## config.mk

```make
export PLATFORM = sky130hd
export DESIGN_NAME = size_down_unpacker
export DESIGN_NICKNAME = d
export VERILOG_FILES = /design/src/rtl/size_down_unpacker.sv
export SDC_FILE = /design/constraint.sdc
export NUM_CORES = 1
export LEC_CHECK = 0
export CORE_ASPECT_RATIO = 0.75
export CORE_UTILIZATION = 40
export CTS_BUF_LIST = sky130_fd_sc_hd__clkbuf_16
export CTS_CLUSTER_DIAMETER = 200
export DETAILED_ROUTE_END_ITERATION = 8
export DONT_BUFFER_PORTS = 1
export HOLD_SLACK_MARGIN = 0.08
export PLACE_DENSITY = 0.51
export SETUP_SLACK_MARGIN = 0.05
export SYNTH_ARGS = -nofsm -noshare
export SYNTH_HDL_FRONTEND = slang
export SYNTH_SLANG_ARGS = --single-unit
```

## constraint.sdc

```tcl
create_clock -name rd_clk -period 2.2 [get_ports rd_clk]
set_input_delay 0.22 -clock rd_clk [delete_from_list [all_inputs] [get_ports rd_clk]]
set_output_delay 0.22 -clock rd_clk [all_outputs]
set_load 0.01 [all_outputs]
```

## src/rtl/size_down_unpacker.sv

```systemverilog
// Pops wide words from a FIFO read port and emits each one as RATIO narrow
// slices on a valid/ready stream, with a last flag on the final slice.
module size_down_unpacker #(
  parameter int IN_WIDTH     = 32,
  parameter int RATIO        = 4,
  parameter int FIFO_OUT_REG = 0,
  parameter int MSB_FIRST    = 1
) (
  input  logic                         rd_clk,
  input  logic                         rd_rst,
  input  logic                         flush,
  input  logic [IN_WIDTH-1:0]          fifo_rd_data,
  input  logic                         fifo_empty,
  output logic                         fifo_rd_en,
  output logic                         m_valid,
  input  logic                         m_ready,
  output logic [IN_WIDTH/RATIO-1:0]    m_data,
  output logic                         m_last,
  output logic [15:0]                  slice_cnt
);

  localparam int OUT_WIDTH = IN_WIDTH / RATIO;
  localparam int IDX_W     = (RATIO > 1) ? $clog2(RATIO) : 1;
  localparam logic [IDX_W-1:0] LAST_IDX = IDX_W'(RATIO - 1);

  logic [IN_WIDTH-1:0] word_q, word_d;
  logic [IDX_W-1:0]    idx_q, idx_d;
  logic                hold_vld_q, hold_vld_d;
  logic                pend_q, pend_d;
  logic [15:0]         slice_cnt_q, slice_cnt_d;

  logic accept;
  logic last_acc;

  assign accept   = hold_vld_q & m_ready;
  assign last_acc = accept & (idx_q == LAST_IDX);

  // A new word may be fetched only when the held one is gone or leaving now.
  assign fifo_rd_en = ~rd_rst & ~flush & ~fifo_empty & ~pend_q
                      & (~hold_vld_q | last_acc);

  always_comb begin
    word_d      = word_q;
    idx_d       = idx_q;
    hold_vld_d  = hold_vld_q;
    pend_d      = pend_q;
    slice_cnt_d = slice_cnt_q;

    if (accept) begin
      slice_cnt_d = slice_cnt_q + 16'd1;
    end

    if (flush) begin
      hold_vld_d = 1'b0;
      idx_d      = '0;
      pend_d     = 1'b0;
    end else begin
      if (accept) begin
        if (last_acc) begin
          hold_vld_d = 1'b0;
          idx_d      = '0;
        end else begin
          word_d = (MSB_FIRST != 0) ? (word_q << OUT_WIDTH) : (word_q >> OUT_WIDTH);
          idx_d  = idx_q + IDX_W'(1);
        end
      end

      if (FIFO_OUT_REG == 0) begin
        if (fifo_rd_en) begin
          word_d     = fifo_rd_data;
          idx_d      = '0;
          hold_vld_d = 1'b1;
        end
      end else begin
        // Registered-output FIFO: data arrives the cycle after the pop.
        if (pend_q) begin
          word_d     = fifo_rd_data;
          idx_d      = '0;
          hold_vld_d = 1'b1;
          pend_d     = 1'b0;
        end
        if (fifo_rd_en) begin
          pend_d = 1'b1;
        end
      end
    end
  end

  always_ff @(posedge rd_clk) begin
    if (rd_rst) begin
      word_q      <= '0;
      idx_q       <= '0;
      hold_vld_q  <= 1'b0;
      pend_q      <= 1'b0;
      slice_cnt_q <= '0;
    end else begin
      word_q      <= word_d;
      idx_q       <= idx_d;
      hold_vld_q  <= hold_vld_d;
      pend_q      <= pend_d;
      slice_cnt_q <= slice_cnt_d;
    end
  end

  generate
    if (MSB_FIRST != 0) begin : g_msb
      assign m_data = word_q[IN_WIDTH-1 -: OUT_WIDTH];
    end else begin : g_lsb
      assign m_data = word_q[OUT_WIDTH-1:0];
    end
  endgenerate

  assign m_valid   = hold_vld_q;
  assign m_last    = hold_vld_q & (idx_q == LAST_IDX);
  assign slice_cnt = slice_cnt_q;

endmodule

```

# == Yosys cells after proc, flatten, opt, wreduce, memory -nomap -nowiden ==
# Cells that the tools add are included.
# op_classes
n_reduce_logical,6
n_addsub,2
n_mux,7
bitwise_logic,11
n_eq_ne,2
# ops
operator,count
$mux W32,3
$add A16 B1 Y16 const B,1
$and A1 B1 Y1,6
$not A1 Y1,4
$reduce_bool A2 Y1,2
$mux W1,3
$reduce_and A3 Y1,1
$reduce_or A3 Y1,1
$add A2 B1 Y2 const B,1
$eq A2 B2 Y1 const B,1
$mux W2,1
$ne A2 B2 Y1 const B,1
$reduce_and A2 Y1,1
$reduce_or A2 Y1,1
$or A1 B1 Y1,1
# totals
in_bits,37
ff_bits,51
wordCells,32
output_inout_bits,27

# == Depth between registers and ports, before layout ==
# depth
word_depth,6
mapped_depth,8
mapped_depth_nobuf,6

# == Worst setup path after synthesis ==
# No wires, ideal clock.
# synth_timing
kind,reg-to-reg
from,register idx_q[0]
to,register word_q[18]
required_time_ns,2.109
path_buffers,2
arrival_ns,1.597
slack_ns,0.512
synth_period_minus_slack_ns,1.688
setup_time_ns,0.091
path_stages_with_launch,9
cell_sequence,dfxtp_1 > ha_1 > a21boi_1 > or4_1 > buf_2 > inv_6 > buf_6 > nand2_1 > a311oi_1
# synth_via
elab_chain_cells,6
elab_cells_between_ends,8
classes_between,eq/ne: 2; mux: 1; bitwise: 3; reduce/logical: 2
# synth_lines
item,line_no,source
"start, declared",27,"logic [IDX_W-1:0] idx_q, idx_d;"
"start signal, assigned",98,idx_q <= idx_d;
$eq A2 B2 Y1 *,36,assign last_acc = accept & (idx_q == LAST_IDX);
$and A1 B1 Y1 *,36,
$or A1 B1 Y1,40,& (~hold_vld_q | last_acc);
$and A1 B1 Y1,40,
$ne A2 B2 Y1 (no line) or $reduce_bool A2 Y1 (tied branches),n/a,
$reduce_and A3 Y1 (no line),n/a,
"end signal, assigned",97,word_q <= word_d;
"end, declared",26,"logic [IN_WIDTH-1:0] word_q, word_d;"
# Mark *: on every way between the ends. The rest lies on a longest branch, timed or not.
# A chain may end at the register's enable or synchronous reset.

# == Final worst setup path ==
# layout_timing
from,register idx_q[0]
to,output fifo_rd_en
# layout_via
elab_chain_cells,4
# layout_lines
item,line_no,source
$eq A2 B2 Y1,36,
$and A1 B1 Y1,36,
$or A1 B1 Y1,40,
$and A1 B1 Y1,40,
"end, declared",14,"output logic fifo_rd_en,"
# Every way passes these cells.

==> results.txt <==
----------------------------------------------------
[Run status]
  Result of the run ... complete, no violations

[Logic synthesis]
  Mean Syn Cell Area ... 8.39 um2
  Library cell occupying the most area in the post-synthesis netlist ... dfxtp_1
  Number of instances in the synthesized netlist ... 264
  Most common library cells after synthesis ... nand2_1, dfxtp_1, nor2_1
  Leading cell types by total area after synthesis ... dfxtp_1, a311oi_1, nand2_1
  Count of flip-flops with a built-in enable after synthesis ... 0
  Share of synthesized area occupied by flip-flops and latches ... 0.461
  Most repeated cell in the gate-level netlist after synthesis ... nand2_1
  Area share of the largest cell type after synthesis ... 0.461
  Number of unique standard cell types used by synthesis ... 32
  Post-Syn Nets ... 303
  Synthesized flop and latch total ... 51
  Warning count from the yosys run ... 0
  FFs w/ async S/R, synth ... 0
  Post-synth top flop ... dfxtp_1
  Post-Syn Area ... 2210 um2

[Layout]
  Area Overhead vs Synth ... 10.7%
  Filler cell count ... 545
  Share of post-route cells with drive strength above 1 ... 0.0654
  Nets ... 298
  Layout Cell Area excl Fill ... 2450 um2
  Final antenna diode count ... 0

[Clocking]
  CTS Root Buffer Type ... clkbuf_16
  Count of instances resized after the clock tree is built ... 0
  TritonCTS clock tree ... built
  Setup Fix Bufs, Post-CTS ... 0
  Clock transition at the registers of the reported paths ... 0.06 ns
  Number of H-tree levels ... 2
  Maximum number of buffers from clock root to sink ... 2
  TritonCTS buffer count ... 5
  Insertion delay of the later-clocked pin in the worst-skew pair ... 0.28 ns
  Number of clock sinks seen by CTS ... 51
  Number of hold buffers added after cts ... 8

[Power]
  Max rail drop VDD ... 0.447 mV
  Lkg Pwr ... 0.826 nW
  Power density relative to cell area ... 761 nW/um2

[Floorplan]
  Count of standard-cell rows ... 23
  Core Region ... 5320 um2
  Ports ... 64
  Die outline area ... 5840 um2
  Die Width ... 87.9 um
  Die height ... 66.4 um
  Initial Util ... 0.416

[Timing]
  Highest Clock Rate ... 510 MHz
  Post-route setup slack ... 0.239 ns
  Worst slew slack as a fraction of its limit ... 0.746
  Final period utilization ... 0.892
  Worst setup skew after layout ... 0.00287 ns
  Post-route setup TNS ... 0 ns
  Endpoints failing setup ... 0
  Final min period ... 1.96 ns
  Setup repair after global routing missed its margin ... no
  Number of slew-limit violations in the final report ... 0
  Slew at the pin closest to its max-slew limit ... 0.379 ns
  Hold violation count in the final report ... 0

[Detailed routing]
  Detailed Routing Iterations Pass 1 ... 4
  Post-DRT Antenna Nets ... 0
  Vias post-DR ... 1715
  Overall routed net length ... 4.75 mm
  Final routed DRC violation total ... 0
  Via/cell ratio ... 5.12
  Post-DR wirelength/cell ... 14.2 um
  Initial detailed-routing violation count ... 125

[Worst setup path]
  Depth of the critical timing path with buffers and inverters included ... 4
  Largest stage delay on the critical path ... 0.51 ns
  Critical Path End Type ... output pin
  Number of cells traversed by the worst register-to-register path ... 6
  Reg2reg end ... word_q[13]
  Signal arrival time at the worst endpoint ... 1.74 ns
  Worst Setup SP ... idx_q[0]
  Sequence of cells on the critical path ... ha_1, a21boi_1, or4_1, inv_6
  Startpoint type of the worst setup path ... flip-flop
  Critical Path End ... fifo_rd_en
  Slowest library cell on the worst path ... or4_1
  Dominant delay contributor by cell family on the critical path ... simple AND/OR/NAND/NOR gates
  Startpoint of the worst-slack reg-to-reg timing path ... idx_q[0]
  Worst path bufs/invs ... 1
  Critical Path RT ... 1.98 ns
  Maximum fanout along the worst path ... 35
  Worst reg2reg setup slack ... 0.28 ns
  Worst Path Class, Setup ... reg -> out

[Place]
  Post-place instance area ... 2220 um2
  RD Place Congestion ... 0.738
  Setup slack after placement ... 0.291 ns
  Post-detailed-placement half-perimeter wirelength ... 3.07 mm
  I/O Buffers ... 0

[Job]
  Max_cap viols ... 0

[Worst hold path]
  HP Class ... in -> reg

[Global routing]
  Tot GR Track Use ... 0.173
  Vias in the first global route ... 1592
  Congestion Overflow GR ... 0
  Global-route wire length before repair ... 7.68 mm
  Number of antenna violations at the first check in global routing ... 0
  Largest net degree at the start of global routing ... 49

----------------------------------------------------
-- cell families (layout without fill, tap and decap cells) --
logic type / Yosys count / in the layout / synth area share
adders and majority gates: 2 / 2 / 0.0113
buffers and inverters: 30 / 26 / 0.0768
xor gates and xnor gates: 8 / 8 / 0.0316
and+or+nand+nor: 123 / 123 / 0.245
muxes: 2 / 2 / 0.00960
DFF: 51 / 51 / 0.461
AOI/OAI and AO/OA: 48 / 48 / 0.165
-- routing by layer --
layer	up-vias	GRT usage	wire, um
met5	-	0	0
met4	0	0.0615	70
met3	6	0.0599	321
met2	40	0.238	1860
met1	763	0.244	2500
li1	906	-	-
-- sequential cells by signal (all words and copies together) (netlist names) --
| name | count |
|---|---|
| slice_cnt | 16 |
| word_q | 32 |
| m_valid | 1 |
| idx_q | 2 |
-- final cells by class --
| type | count | area, um2 | area share |
|---|---|---|---|
| Sequential cell | 51 | 1020 | 0.417 |
| Inverter | 5 | 23.8 | 0.00970 |
| Multi-Input combinational cell | 183 | 1030 | 0.422 |
| Timing Repair Buffer | 13 | 140 | 0.0572 |
| Clock buffer | 5 | 125 | 0.0510 |
| Clock inverter | 3 | 12.5 | 0.00510 |
| Tap cell | 75 | 93.8 | 0.0383 |
-- per-stage QoR --
stage	hold slack [ns]	instances	power, mW	util
after floorplan	0.299	264	1.12	-
after global placement	0.292	319	1.13	0.418
after detailed placement	0.294	319	1.13	0.418
after CTS	0.0817	335	1.89	0.460
after global routing	0.0891	335	1.95	0.460
final	0.0906	335	1.87	0.460
-- where the power goes --
part	switching, mW	internal (mW)	total [mW]
combinational	0.0801	0.0608	0.141
sequential	0.0281	0.962	0.990
clock	0.324	0.412	0.735
total	0.432	1.43	1.87
-- worst min-delay path by stage --
stage / from / to / cells past startpoint
floorplan: flush / idx_q[0] / 1
global placement: rd_rst / slice_cnt[3] / 1
finish: fifo_rd_data[31] / word_q[31] / 2
detailed placement: rd_rst / slice_cnt[3] / 1
CTS: fifo_rd_data[2] / word_q[2] / 2
global route: fifo_rd_data[29] / word_q[29] / 2
-- layout by cell type, fill, tap and decap left out, types with 3 or more instances in the layout --
cell type,n
nand4_1,4
nand2_1,55
a311oi_1,24
dlygate4sd3_1,7
clkbuf_16,5
a21oi_1,10
nor2_1,34
nand2b_1,3
nor3_1,3
nand3_1,6
a22o_1,6
o21ai_0,6
or3_1,6
xor2_1,7
buf_4,4
dfxtp_1,51
inv_1,6
Power figures use the tool's default switching activity.
